## src/rtl/linear_layer_start_fifo_srl_pkg.sv

```systemverilog
// Shared constants for the start-token / stream FIFO between the producer and
// the PE_i4xi4_pack_2x2 stage.
package linear_layer_start_fifo_srl_pkg;

  localparam int unsigned DEFAULT_DATA_WIDTH = 1;
  localparam int unsigned DEFAULT_ADDR_WIDTH = 4;
  localparam int unsigned DEFAULT_DEPTH      = 16;

  // The occupancy counter needs one extra bit so it can hold DEPTH itself.
  function automatic int unsigned count_width(input int unsigned addr_width);
    return addr_width + 1;
  endfunction

endpackage

```

## src/rtl/linear_layer_start_fifo_srl_if.sv

```systemverilog
// Write/read handshake bundle of the SRL FIFO.
//   master : producer + consumer side (drives requests, data in)
//   slave  : FIFO side (drives flags, data out, occupancy, capacity)
interface linear_layer_start_fifo_srl_if
  import linear_layer_start_fifo_srl_pkg::*;
#(
  parameter int unsigned DATA_WIDTH = DEFAULT_DATA_WIDTH,
  parameter int unsigned ADDR_WIDTH = DEFAULT_ADDR_WIDTH
);

  localparam int unsigned CW = count_width(ADDR_WIDTH);

  logic                  if_write_ce;
  logic                  if_write;
  logic [DATA_WIDTH-1:0] if_din;
  logic                  if_full_n;
  logic                  if_read_ce;
  logic                  if_read;
  logic [DATA_WIDTH-1:0] if_dout;
  logic                  if_empty_n;
  logic [CW-1:0]         if_num_data_valid;
  logic [CW-1:0]         if_fifo_cap;

  modport master (
    output if_write_ce, if_write, if_din, if_read_ce, if_read,
    input  if_full_n, if_dout, if_empty_n, if_num_data_valid, if_fifo_cap
  );

  modport slave (
    input  if_write_ce, if_write, if_din, if_read_ce, if_read,
    output if_full_n, if_dout, if_empty_n, if_num_data_valid, if_fifo_cap
  );

endinterface

```

## src/rtl/linear_layer_start_fifo_srl_shiftreg.sv

```systemverilog
// Fixed-tap shift-register array. Shifts on we (tap i -> i+1, din -> tap 0);
// dout is a combinational read of tap addr. No reset: contents are only
// meaningful where the control logic says they are.
// Ports: clk, we, addr, din, dout.
module linear_layer_start_fifo_srl_shiftreg
  import linear_layer_start_fifo_srl_pkg::*;
#(
  parameter int unsigned DATA_WIDTH = DEFAULT_DATA_WIDTH,
  parameter int unsigned ADDR_WIDTH = DEFAULT_ADDR_WIDTH,
  parameter int unsigned DEPTH      = DEFAULT_DEPTH
) (
  input  logic                  clk,
  input  logic                  we,
  input  logic [ADDR_WIDTH-1:0] addr,
  input  logic [DATA_WIDTH-1:0] din,
  output logic [DATA_WIDTH-1:0] dout
);

  logic [DATA_WIDTH-1:0] taps [DEPTH];

  // Shift chain
  always_ff @(posedge clk) begin
    if (we) begin
      for (int i = int'(DEPTH) - 1; i > 0; i--) begin
        taps[i] <= taps[i-1];
      end
      taps[0] <= din;
    end
  end

  // Tap select; addresses beyond DEPTH only occur when the FIFO is empty.
  always_comb begin
    dout = '0;
    if (32'(addr) < DEPTH) dout = taps[addr];
  end

endmodule

```

## src/rtl/linear_layer_start_fifo_srl.sv

```systemverilog
// SRL FIFO: occupancy counter and registered full/empty flags around a
// shift-register array; the oldest entry sits at tap count-1.
// Ports: clk, reset (sync, active-high), bus (slave modport: write/read
// handshakes, din/dout, if_num_data_valid, if_fifo_cap).
module linear_layer_start_fifo_srl
  import linear_layer_start_fifo_srl_pkg::*;
#(
  parameter int unsigned DATA_WIDTH = DEFAULT_DATA_WIDTH,
  parameter int unsigned ADDR_WIDTH = DEFAULT_ADDR_WIDTH,
  parameter int unsigned DEPTH      = DEFAULT_DEPTH
) (
  input  logic                         clk,
  input  logic                         reset,
  linear_layer_start_fifo_srl_if.slave bus
);

  localparam int unsigned CW = count_width(ADDR_WIDTH);

  logic [CW-1:0]         count;
  logic [CW-1:0]         count_next;
  logic                  push;
  logic                  pop;
  logic [ADDR_WIDTH-1:0] rd_addr;

  // Registered flags block write-through when full and read-through when empty.
  assign push = bus.if_write & bus.if_write_ce & bus.if_full_n;
  assign pop  = bus.if_read  & bus.if_read_ce  & bus.if_empty_n;

  // Next occupancy
  always_comb begin
    count_next = count;
    if (push && !pop)      count_next = count + CW'(1);
    else if (!push && pop) count_next = count - CW'(1);
  end

  // Counter and flags, both derived from the next count
  always_ff @(posedge clk) begin
    if (reset) begin
      count          <= '0;
      bus.if_full_n  <= 1'b1;
      bus.if_empty_n <= 1'b0;
    end else begin
      count          <= count_next;
      bus.if_full_n  <= (count_next != CW'(DEPTH));
      bus.if_empty_n <= (count_next != CW'(0));
    end
  end

  assign rd_addr               = ADDR_WIDTH'(count - CW'(1));
  assign bus.if_num_data_valid = count;
  assign bus.if_fifo_cap       = CW'(DEPTH);

  linear_layer_start_fifo_srl_shiftreg #(
    .DATA_WIDTH (DATA_WIDTH),
    .ADDR_WIDTH (ADDR_WIDTH),
    .DEPTH      (DEPTH)
  ) u_shiftreg (
    .clk  (clk),
    .we   (push),
    .addr (rd_addr),
    .din  (bus.if_din),
    .dout (bus.if_dout)
  );

endmodule

```

## src/flat_wrapper.sv

```systemverilog
// flat-port wrapper written by rule: the top's interface ports become plain ports
module linear_layer_start_fifo_srl_flat import linear_layer_start_fifo_srl_pkg::*;
#(
  parameter int unsigned DATA_WIDTH = DEFAULT_DATA_WIDTH,
  parameter int unsigned ADDR_WIDTH = DEFAULT_ADDR_WIDTH,
  parameter int unsigned DEPTH      = DEFAULT_DEPTH
)
  (clk, reset, bus_if_write_ce, bus_if_write, bus_if_din, bus_if_read_ce, bus_if_read, bus_if_full_n, bus_if_dout, bus_if_empty_n, bus_if_num_data_valid, bus_if_fifo_cap);
  linear_layer_start_fifo_srl_if #(.DATA_WIDTH(DATA_WIDTH), .ADDR_WIDTH(ADDR_WIDTH)) bus_i ();
  input  logic clk;
  input  logic reset;
  input wire logic [$bits(bus_i.if_write_ce)-1:0] bus_if_write_ce;
  input wire logic [$bits(bus_i.if_write)-1:0] bus_if_write;
  input wire logic [$bits(bus_i.if_din)-1:0] bus_if_din;
  input wire logic [$bits(bus_i.if_read_ce)-1:0] bus_if_read_ce;
  input wire logic [$bits(bus_i.if_read)-1:0] bus_if_read;
  output wire logic [$bits(bus_i.if_full_n)-1:0] bus_if_full_n;
  output wire logic [$bits(bus_i.if_dout)-1:0] bus_if_dout;
  output wire logic [$bits(bus_i.if_empty_n)-1:0] bus_if_empty_n;
  output wire logic [$bits(bus_i.if_num_data_valid)-1:0] bus_if_num_data_valid;
  output wire logic [$bits(bus_i.if_fifo_cap)-1:0] bus_if_fifo_cap;
  assign bus_i.if_write_ce = bus_if_write_ce;
  assign bus_i.if_write = bus_if_write;
  assign bus_i.if_din = bus_if_din;
  assign bus_i.if_read_ce = bus_if_read_ce;
  assign bus_i.if_read = bus_if_read;
  assign bus_if_full_n = bus_i.if_full_n;
  assign bus_if_dout = bus_i.if_dout;
  assign bus_if_empty_n = bus_i.if_empty_n;
  assign bus_if_num_data_valid = bus_i.if_num_data_valid;
  assign bus_if_fifo_cap = bus_i.if_fifo_cap;
  linear_layer_start_fifo_srl #(.DATA_WIDTH(DATA_WIDTH), .ADDR_WIDTH(ADDR_WIDTH), .DEPTH(DEPTH)) u_core (.clk(clk), .reset(reset), .bus(bus_i));
endmodule
```

## config.mk

```make
export PLATFORM = sky130hd
export DESIGN_NAME = linear_layer_start_fifo_srl_flat
export DESIGN_NICKNAME = d
export VERILOG_FILES = /design/src/rtl/linear_layer_start_fifo_srl_pkg.sv /design/src/rtl/linear_layer_start_fifo_srl_if.sv /design/src/rtl/linear_layer_start_fifo_srl_shiftreg.sv /design/src/rtl/linear_layer_start_fifo_srl.sv /design/src/flat_wrapper.sv
export SDC_FILE = /design/constraint.sdc
export NUM_CORES = 1
export LEC_CHECK = 0
export CAP_MARGIN = 10
export CELL_PAD_IN_SITES_DETAIL_PLACEMENT = 0
export CELL_PAD_IN_SITES_GLOBAL_PLACEMENT = 2
export CORE_ASPECT_RATIO = 1.5
export CORE_MARGIN = 2
export CORE_UTILIZATION = 31
export CTS_CLUSTER_DIAMETER = 50
export DETAILED_ROUTE_END_ITERATION = 16
export MAX_ROUTING_LAYER = met4
export PLACE_DENSITY = 0.76
export SYNTH_ARGS = -nofsm -noshare
export SYNTH_HDL_FRONTEND = slang
export SYNTH_HIERARCHICAL = 1
export SYNTH_SLANG_ARGS = --single-unit
```

## constraint.sdc

```tcl
create_clock -name clk -period 1.9 [get_ports clk]
set_input_delay 0.57 -clock clk [delete_from_list [all_inputs] [get_ports clk]]
set_output_delay 0.57 -clock clk [all_outputs]
set_load 0.01 [all_outputs]
```

==> key figures, run 1 <==
STA
  • Endpoints failing hold: 0
  • Worst Slack Setup Final: -367 ps
  • Fin Setup TNS: -367 ps
  • Final period demand of the worst path: 2270 ps
  • FMAX: 0.441 GHz
  • Clk_skew: 2.27 ps
  • RSZ-0062 raised after global routing: true
  • Final period util: 1.19
  • Slew Limit Fails: 0
  • Final setup viols: 1

Critical path
  • Critical path arrival: 1700 ps
  • R2R Setup Slk: 270 ps
  • Setup crit end kind: primary output
  • WP data required: 1330 ps
  • CP Launch Type: register
  • Worst R2R Start: u_core/bus.if_num_data_valid[0]
  • CP Class: reg2out
  • R2R cell count: 6
  • CP max FO: 6
  • FF-to-FF End: u_core/bus.if_full_n

Detailed routing
  • TritonRoute pass-1 iters: 4
  • Starting DRT DRC Count: 17
  • Antenna Violating Nets Remaining: 0
  • DR vias: 740
  • WL final: 2070 um
  • Number of remaining DRC errors: 0
  • Vias per cell: 4.63
  • WL/cell: 12.9 um

Floorplan
  • Core area: 0.00342 mm^2
  • Die height: 77.5 um
  • Die area: 0.00411 mm^2
  • Io pins: 20
  • Starting density of the core: 0.327
  • Die W: 53.0 um
  • Num rows: 26

Placed design
  • Final HPWL DP: 1610 um
  • Pre-CTS setup slack: -508 ps
  • Gpl congestion: 0.788
  • Placed Area: 0.00146 mm^2
  • I/O Buffers: 14

CTS
  • Register clock-pin slew on the reported worst setup and hold paths: 80 ps
  • CTS Sinks: 23
  • H-tree depth: 1
  • Clock buffer depth: 2
  • TritonCTS clock tree: built
  • Total CTS buffers: 3
  • Clk Latency, worst-skew pair: 260 ps
  • CTS root buffer: clkbuf_8

GRT
  • First-pass GRT wire length: 3460 um
  • Tot GR Track Use: 0.119
  • Pin count of the biggest net entering global routing: 17
  • Vias in the first global route: 771
  • Initial antenna violation count: 0
  • GR Overflow Total: 0

Synth
  • Syn Area/Cell: 14.0 um^2
  • Post-synth EDFFs: 16
  • Syn Inst Count: 80
  • Mapped cell area: 0.00112 mm^2
  • YS warnings: 6
  • Sequential share of the synthesized area: 0.556
  • Asr flop ratio synth: 0
  • Dominant synthesized flop cell: edfxtp_1
  • Synthesized flop and latch total: 23
  • Synth cell types: 31

Power
  • Leakage power: 0.667 nW
  • Power density cells: 1090 mW/mm^2
  • Total power: 1.66 mW
  • Worst vdd ir: 0.690 mV

Final layout
  • Cell area after layout: 0.00152 mm^2
  • Area Overhead vs Synth: 36.5%
  • Final Util: 0.446
  • Antenna Diode Count: 0
  • NumNets Final: 128
  • Fraction of layout cells with a size suffix above 1: 0.373

Flow run
  • Max_cap viols: 0

Min path
  • Hold Path Class: reg2reg
  • Hold_sp: u_core/u_shiftreg/taps[5]
  • Hold endpoint: u_core/u_shiftreg/taps[6]
  • WHS Path Cells: 0

Run status
  • Failing checks: negative setup slack
  • Status: finished with violations
## final cells by class
class / count / area [um^2]
clock buffer: 3 / 41.3
tap: 42 / 52.6
sequential: 23 / 626
clock inverter: 1 / 5.00
timing repair buffer: 37 / 318
multi-input combinational: 50 / 459
inverter: 4 / 22.5
fill: 341 / 1890
## routing by layer
metal	up-vias	share of wire	track usage
li1	366	-	-
met1	352	0.42	0.141
met2	18	0.50	0.191
met3	4	0.050	0.0192
met4	0	0.020	0.0615
met5	-	0	-
## how the worst max path moves through the flow
stage / to / startpoint / cells past startpoint
after floorplan: bus_if_dout / u_core/bus.if_num_data_valid[0] / 6
after global placement: bus_if_dout / u_core/bus.if_num_data_valid[0] / 7
after detailed placement: bus_if_dout / u_core/bus.if_num_data_valid[0] / 7
after CTS: bus_if_dout / u_core/bus.if_num_data_valid[0] / 7
after global routing: bus_if_dout / u_core/bus.if_num_data_valid[0] / 7
final: bus_if_dout / u_core/bus.if_num_data_valid[0] / 7
## power breakdown
group | internal (mW) | total (mW) | switching, mW
clock network | 0.146 | 0.294 | 0.148
registers | 0.592 | 0.632 | 0.0397
logic | 0.408 | 0.738 | 0.331
## cell families (layout without fill, tap and decap cells)
group / count (synthesis) / after routing / share of synthesized area
AO/OA/AOI/OAI: 9 / 9 / 0.0628
XOR/XNOR: 6 / 6 / 0.0471
adder cells (fa/ha/maj): 2 / 2 / 0.0224
buffers and inverters: 10 / 45 / 0.0572
flip-flops: 23 / 23 / 0.556
multiplexers: 7 / 7 / 0.121
other: 2 / 5 / 0.00673
AND/OR/NAND/NOR: 21 / 21 / 0.127
## metrics by stage
stage | instances | hold WS [ps]
after floorplan | 83 | 417
after global placement | 156 | 438
after detailed placement | 156 | 431
after CTS | 160 | 467
after global routing | 160 | 481
final | 160 | 456
## cell usage after synthesis (all sizes together) (2+ instances only)
master   n  area share
edfxtp  16        0.43
dfxtp    7        0.13
nor2     7       0.024
buf      6       0.044
inv      4       0.013
mux4     4       0.094
xor2     4       0.031
and3     3       0.021
mux2i    3       0.027
a31oi    2       0.011
conb     2      0.0067
ha       2       0.022
nand3    2       0.020
nor3     2      0.0090
o21ai    2      0.0090
xnor2    2       0.016
## critical path: stages, from the launching register on
cell and delay, ps:
dfxtp_4 380, inv_6 50, ha_4 270, inv_4 40
mux4_2 290, mux2i_1 140, mux2i_1 100, buf_2 150
## placed cells by master, fill, tap and decap left out, types with 2 or more instances in the layout
cell type        count
buf_4               23
edfxtp_1            16
clkdlybuf4s50_1      9
nor2_1               7
conb_1               5
dfxtp_1              5
dlymetal6s2s_1       4
xor2_1               4
clkbuf_8             3
mux4_1               3
mux2i_1              3
nor3_1               2
o21ai_0              2
xnor2_1              2
## repair_timing
action / 4_1_cts / 5_1_grt
pin swaps: 1 / 0
setup endpoints to repair: 3 / 8
buffers inserted: 0 / 0
resized for setup: 10 / 5
hold buffers: 0 / 0
gates cloned: 0 / 0
## sequential cells by signal, summed over array words and instances, names as in the netlist
register and count:
u_core/bus.if_empty_n 1, u_core/bus.if_full_n 1, u_core/bus.if_num_data_valid 5, u_core/u_shiftreg/taps 16
No activity file was read; power rests on OpenSTA's default activity.
==> run 2, diff against run 1 <==
--- a/config.mk
+++ b/config.mk
@@ -8,7 +8,7 @@
 export CAP_MARGIN = 10
 export CELL_PAD_IN_SITES_DETAIL_PLACEMENT = 0
 export CELL_PAD_IN_SITES_GLOBAL_PLACEMENT = 2
-export CORE_ASPECT_RATIO = 1.5
+export CORE_ASPECT_RATIO = 1.1
 export CORE_MARGIN = 2
 export CORE_UTILIZATION = 31
 export CTS_CLUSTER_DIAMETER = 50
==> constraint.sdc (replaced) <==
create_clock -name clk -period 1.9 [get_ports clk]
set_input_delay 0.19 -clock clk [delete_from_list [all_inputs] [get_ports clk]]
set_output_delay 0.19 -clock clk [all_outputs]
set_load 0.01 [all_outputs]
==> run 2 against run 1 <==
The run still ends with negative setup slack left; clock power down 27%; setup slack better by 330 ps; worst hold slack worse by 13 ps; sequential share of layout area grew 3.5 points; via count is 6.4% lower; total power shrank 3.8%; routed wire length fell by 1.5%; critical path depth decreased by 1; count of clock-buffer cells in the layout up 1; sequential cell count unchanged; largest cell class unchanged; largest power group unchanged.
==> key figures, run 2 (same netlist as run 1, synthesis figures left out) <==
STA
  • Worst Slack Setup Final: -33.2 ps (was -367 ps)
  • FMAX: 0.517 GHz (was 0.441 GHz)
  • Final period demand of the worst path: 1930 ps (was 2270 ps)
  • Final setup viols: 1 (unchanged)
  • Fin Setup TNS: -33.2 ps (was -367 ps)
  • RSZ-0062 raised after global routing: true (unchanged)
  • Slew Limit Fails: 0 (unchanged)
  • Endpoints failing hold: 0 (unchanged)
  • Final period util: 1.02 (was 1.19)
  • Clk_skew: 2.16 ps (was 2.27 ps)

Detailed routing
  • Number of remaining DRC errors: 0 (unchanged)
  • WL final: 2040 um (was 2070 um)
  • Starting DRT DRC Count: 14 (was 17)
  • TritonRoute pass-1 iters: 4 (unchanged)
  • Antenna Violating Nets Remaining: 0 (unchanged)
  • Vias per cell: 4.53 (was 4.63)
  • WL/cell: 13.3 um (was 12.9 um)
  • DR vias: 693 (was 740)

Final layout
  • Commonest non-fill, non-tap cells in the layout: 16 x edfxtp_1, 13 x clkdlybuf4s50_1, 9 x buf_4 (was 23 x buf_4, 16 x edfxtp_1, 9 x clkdlybuf4s50_1)
  • Top reg by flops: u_core/u_shiftreg/taps (unchanged)
  • Register Area: 623 um^2 (was 626 um^2)
  • Multi-input gate area: 459 um^2 (unchanged)
  • Cell area after layout: 0.00140 mm^2 (was 0.00152 mm^2)
  • Most common cell after layout, fill and taps aside: edfxtp_1 (was buf_4)
  • Fillers: 332 (was 341)
  • NumNets Final: 115 (was 128)
  • Antenna Diode Count: 0 (unchanged)
  • Max reg flops: 16 (unchanged)
  • Post-route insts no fill: 153 (was 160)
  • Fraction of layout cells with a size suffix above 1: 0.314 (was 0.373)
  • Area Overhead vs Synth: 25.2% (was 36.5%)

GRT
  • Tot GR Track Use: 0.109 (was 0.119)
  • Vias in the first global route: 662 (was 771)
  • Initial antenna violation count: 0 (unchanged)
  • Global routing's busiest layer: met2 (unchanged)
  • First-pass GRT wire length: 3110 um (was 3460 um)
  • Pin count of the biggest net entering global routing: 17 (unchanged)
  • M3 GR Usage: 0.0252 (was 0.0192)
  • GR Overflow Total: 0 (unchanged)
  • Met2 usage: 0.162 (was 0.191)
  • Met1 Usage GRT: 0.139 (was 0.141)

Power
  • Leakage power: 0.515 nW (was 0.667 nW)
  • Worst vdd ir: 0.510 mV (was 0.690 mV)
  • Power density cells: 1150 mW/mm^2 (was 1090 mW/mm^2)

Critical path
  • CP max FO: 5 (was 6)
  • R2R cell count: 7 (was 6)
  • R2R Setup Slk: 130 ps (was 270 ps)
  • Worst R2R Start: u_core/bus.if_num_data_valid[1] (was u_core/bus.if_num_data_valid[0])
  • Crit. Startpoint: u_core/bus.if_num_data_valid[0] (unchanged)
  • FF-to-FF End: u_core/bus.if_full_n (unchanged)
  • CP Launch Type: register (unchanged)
  • Setup crit end kind: primary output (unchanged)
  • CP Class: reg2out (unchanged)
  • Critical path arrival: 1740 ps (was 1700 ps)
  • WP data required: 1710 ps (was 1330 ps)

Placed design
  • Dpl cells: 147 (was 156)
  • Placed Area: 0.00134 mm^2 (was 0.00146 mm^2)
  • Gpl congestion: 0.782 (was 0.788)
  • Final HPWL DP: 1490 um (was 1610 um)
  • I/O Buffers: 14 (unchanged)

Floorplan
  • Die W: 61.2 um (was 53.0 um)
  • Die area: 0.00410 mm^2 (was 0.00411 mm^2)
  • Die height: 66.9 um (was 77.5 um)
  • Num rows: 22 (was 26)
  • Core area: 0.00339 mm^2 (was 0.00342 mm^2)
  • Starting density of the core: 0.330 (was 0.327)
  • Io pins: 20 (unchanged)

Run status
  • Failing checks: negative setup slack (unchanged)
  • Status: finished with violations (unchanged)

CTS
  • Total CTS buffers: 3 (unchanged)
  • CTS root buffer: clkbuf_4 (was clkbuf_8)
  • Register clock-pin slew on the reported worst setup and hold paths: 110 ps (was 80 ps)
  • H-tree depth: 1 (unchanged)
  • TritonCTS clock tree: built (unchanged)
  • Clk Latency, worst-skew pair: 300 ps (was 260 ps)
  • CTS Sinks: 23 (unchanged)
  • Clock buffer depth: 2 (unchanged)

Min path
  • WHS Path Cells: 1 (was 0)
  • Hold Path Class: in2reg (was reg2reg)
  • Hold endpoint: u_core/u_shiftreg/taps[0] (was u_core/u_shiftreg/taps[6])
  • Hold_sp: bus_if_din (was u_core/u_shiftreg/taps[5])

Flow run
  • Max_cap viols: 0 (unchanged)
==> run 2: critical path, cell delays in order (launching register included) <==
cell and delay, ps:
dfxtp_2 340, inv_2 80, buf_6 130, mux4_2 510
mux2i_1 140, mux2i_1 100, buf_2 150
==> run 2: final cells by class <==
cell class / count / area share
Sequential cell: 23 / 0.446
Multi-Input combinational cell: 50 / 0.329
Timing Repair Buffer: 24 / 0.153
Tap cell: 48 / 0.0430
Clock buffer: 4 / 0.0188
Inverter: 4 / 0.0107
==> run 2: where the power goes <==
| group | total [mW] | switching [mW] | internal [mW] |
|---|---|---|---|
| combinational | 0.767 | 0.350 | 0.417 |
| clock | 0.214 | 0.132 | 0.0817 |
| sequential | 0.620 | 0.0296 | 0.591 |
==> run 2: worst max path at each step <==
| stage | end | slack, ps |
|---|---|---|
| after floorplan | bus_if_dout | 100 |
| after global placement | bus_if_dout | -190 |
| after detailed placement | bus_if_dout | -200 |
| after CTS | bus_if_dout | -70 |
| after global routing | bus_if_dout | -170 |
| final | bus_if_dout | -30 |
==> run 2: stage by stage <==
step / setup WS, ps / utilization / hold WS [ps] / total power, mW
3_5_place_dp: -196 / 0.395 / 430 / 1.31
3_3_place_gp: -187 / 0.395 / 426 / 1.30
6_report: -33.2 / 0.413 / 443 / 1.60
4_1_cts: -71.0 / 0.411 / 426 / 1.61
2_1_floorplan: 97.6 / - / 259 / 1.03
5_1_grt: -169 / 0.413 / 427 / 1.71
==> run 2: layer usage <==
layer / share of wire / routed length (um)
met5: 0 / 0
met4: 0.014 / 29
met3: 0.053 / 108
met2: 0.47 / 947
met1: 0.47 / 950
==> run 2: what timing repair did <==
action / 4_1_cts / 5_1_grt
setup endpoints to repair: 1 / 1
resized for setup: 17 / 1
buffers inserted: 2 / 0
pin swaps: 2 / 0
hold buffers: 0 / 0
==> run 3, diff against run 2 <==
--- a/config.mk
+++ b/config.mk
@@ -10,11 +10,11 @@
 export CELL_PAD_IN_SITES_GLOBAL_PLACEMENT = 2
 export CORE_ASPECT_RATIO = 1.1
 export CORE_MARGIN = 2
-export CORE_UTILIZATION = 31
+export CORE_UTILIZATION = 29
 export CTS_CLUSTER_DIAMETER = 50
 export DETAILED_ROUTE_END_ITERATION = 16
 export MAX_ROUTING_LAYER = met4
-export PLACE_DENSITY = 0.76
+export PLACE_DENSITY = 0.69
 export SYNTH_ARGS = -nofsm -noshare
 export SYNTH_HDL_FRONTEND = slang
 export SYNTH_HIERARCHICAL = 1
==> constraint.sdc (replaced) <==
create_clock -name clk -period 1.8 [get_ports clk]
set_input_delay 0.18 -clock clk [delete_from_list [all_inputs] [get_ports clk]]
set_output_delay 0.18 -clock clk [all_outputs]
set_load 0.01 [all_outputs]
==> run 3 against run 2 <==
The run still ends with negative setup slack left; via count rose by 4.0%; sequential cell count did not move; non-clock buffer count rose by 3; clock skew rose by 5.7 ps; first-iteration DRC count rose to 2.6 times the previous value; final cell count rose by 3.3%.
==> key figures, run 3 (same netlist as run 1, synthesis figures left out) <==
CTS
  • Clock buffer depth: 2 (unchanged)
  • CTS root buffer: clkbuf_8 (was clkbuf_4)
  • Clk Latency, worst-skew pair: 270 ps (was 300 ps)
  • Hold_buf cts: 0 (unchanged)
  • Total CTS buffers: 3 (unchanged)
  • Register clock-pin slew on the reported worst setup and hold paths: 80 ps (was 110 ps)
  • TritonCTS clock tree: built (unchanged)
  • CTS Sinks: 23 (unchanged)
  • H-tree depth: 1 (unchanged)

Power
  • Part of the power in registers: 0.361 (was 0.387)
  • Clock power share: 0.171 (was 0.134)
  • Power density cells: 1260 mW/mm^2 (was 1150 mW/mm^2)
  • Int Pwr: 1.25 mW (was 1.09 mW)
  • Combinational Power Share: 0.468 (was 0.479)
  • Worst vdd ir: 0.447 mV (was 0.510 mV)
  • Leakage power: 0.546 nW (was 0.515 nW)
  • Switch share: 0.319 (was 0.320)
  • Total power: 1.84 mW (was 1.60 mW)
  • Psw: 0.585 mW (was 0.512 mW)

Placed design
  • Pre-CTS setup slack: -298 ps (was -196 ps)
  • Gpl congestion: 0.819 (was 0.782)
  • Final HPWL DP: 1580 um (was 1490 um)
  • I/O Buffers: 14 (unchanged)

Detailed routing
  • Antenna Violating Nets Remaining: 0 (unchanged)
  • Vias per cell: 4.56 (was 4.53)
  • WL/cell: 14.0 um (was 13.3 um)
  • DR vias: 721 (was 693)
  • TritonRoute pass-1 iters: 4 (unchanged)
  • Number of remaining DRC errors: 0 (unchanged)
  • WL final: 2210 um (was 2040 um)
  • Starting DRT DRC Count: 36 (was 14)

STA
  • Slew Limit Fails: 0 (unchanged)
  • Final period util: 1.02
  • Worst Slack Setup Final: -41.4 ps (was -33.2 ps)
  • Final setup viols: 1 (unchanged)
  • Endpoints failing hold: 0 (unchanged)
  • FMAX: 0.543 GHz
  • Clk_skew: 7.90 ps (was 2.16 ps)
  • RSZ-0062 raised after global routing: true (unchanged)
  • Fin Setup TNS: -41.4 ps (was -33.2 ps)
  • Final period demand of the worst path: 1840 ps

Critical path
  • CP max FO: 6 (was 5)
  • CP Class: reg2out (unchanged)
  • Worst R2R Start: u_core/bus.if_num_data_valid[1] (unchanged)
  • Crit. Startpoint: u_core/bus.if_num_data_valid[0] (unchanged)
  • WP data required: 1620 ps (was 1710 ps)
  • Critical path arrival: 1660 ps (was 1740 ps)
  • CP Launch Type: register (unchanged)
  • Setup crit end kind: primary output (unchanged)

GRT
  • Tot GR Track Use: 0.111 (was 0.109)
  • Pin count of the biggest net entering global routing: 17 (unchanged)
  • First-pass GRT wire length: 3600 um (was 3110 um)
  • GR Overflow Total: 0 (unchanged)
  • Initial antenna violation count: 0 (unchanged)
  • Vias in the first global route: 728 (was 662)

Final layout
  • Area Overhead vs Synth: 30.7% (was 25.2%)
  • Antenna Diode Count: 0 (unchanged)
  • Top reg by flops: u_core/u_shiftreg/taps (unchanged)
  • Fraction of layout cells with a size suffix above 1: 0.343 (was 0.314)
  • Most common cell after layout, fill and taps aside: edfxtp_1 (unchanged)
  • NumNets Final: 118 (was 115)
  • Max reg flops: 16 (unchanged)
  • Commonest non-fill, non-tap cells in the layout: 16 x edfxtp_1, 13 x clkdlybuf4s50_1, 12 x buf_4 (was 16 x edfxtp_1, 13 x clkdlybuf4s50_1, 9 x buf_4)

Floorplan
  • Core area: 0.00365 mm^2 (was 0.00339 mm^2)
  • Die height: 69.1 um (was 66.9 um)
  • Io pins: 20 (unchanged)
  • Die area: 0.00436 mm^2 (was 0.00410 mm^2)
  • Die W: 63.2 um (was 61.2 um)
  • Starting density of the core: 0.305 (was 0.330)
  • Num rows: 23 (was 22)

Min path
  • Hold_sp: u_core/u_shiftreg/taps[6] (was bus_if_din)
  • Hold Path Class: reg2reg (was in2reg)

Run status
  • Failing checks: negative setup slack (unchanged)
  • Status: finished with violations (unchanged)

Flow run
  • Max_cap viols: 0 (unchanged)
run 3: path summary, 6_finish.rpt:
kind                               endpoint  slack (ps)  depth (start not counted)
setup / recovery                bus_if_dout         -40                          6
hold / removal    u_core/u_shiftreg/taps[7]         450                          0
setup reg to reg       u_core/bus.if_full_n         120                          7
hold reg to reg   u_core/u_shiftreg/taps[7]         450                          0
run 3: cell type report:
type | count | area [um^2]
Inverter | 4 | 20.0
Fill cell | 366 | 2200
Multi-Input combinational cell | 50 | 467
Timing Repair Buffer | 27 | 240
Clock buffer | 3 | 41.3
Sequential cell | 23 | 623
Clock inverter | 1 | 5.00
Tap cell | 50 | 62.6
run 3: power by group through the flow:
stage / combinational [mW] / clock, mW / sequential (mW)
after floorplan: 0.397 / 0 / 0.690
after global routing: 0.939 / 0.351 / 0.669
final: 0.858 / 0.315 / 0.663
after CTS: 0.829 / 0.325 / 0.657
after global placement: 0.755 / 0 / 0.660
after detailed placement: 0.759 / 0 / 0.663
run 3: worst max-delay path, stage by stage, from the launching register on:
cell and delay (ps):
dfxtp_2 340, inv_4 70, buf_8 120, mux4_2 500
mux2i_1 130, mux2i_1 90, buf_2 140
run 3: repair_timing:
item,CTS,global route
buffers inserted,1,0
pin swaps,1,2
gates resized for setup,17,5
endpoints found under the setup margin,1,3
run 3: stage by stage:
stage / cells / util / area [um^2] / hold WS, ps
finish: 158 / 0.399 / 1460 / 446
global route: 158 / 0.399 / 1460 / 455
CTS: 158 / 0.393 / 1440 / 448
detailed placement: 153 / 0.375 / 1370 / 434
global placement: 153 / 0.375 / 1370 / 427
floorplan: 83 / - / 1130 / 249
run 3: metal layers:
metal | global-route usage | vias to the layer above | part of all wire
li1 | - | 344 | -
met1 | 0.130 | 343 | 0.42
met2 | 0.174 | 28 | 0.48
met3 | 0.0310 | 6 | 0.068
met4 | 0.0593 | 0 | 0.029
met5 | - | - | 0
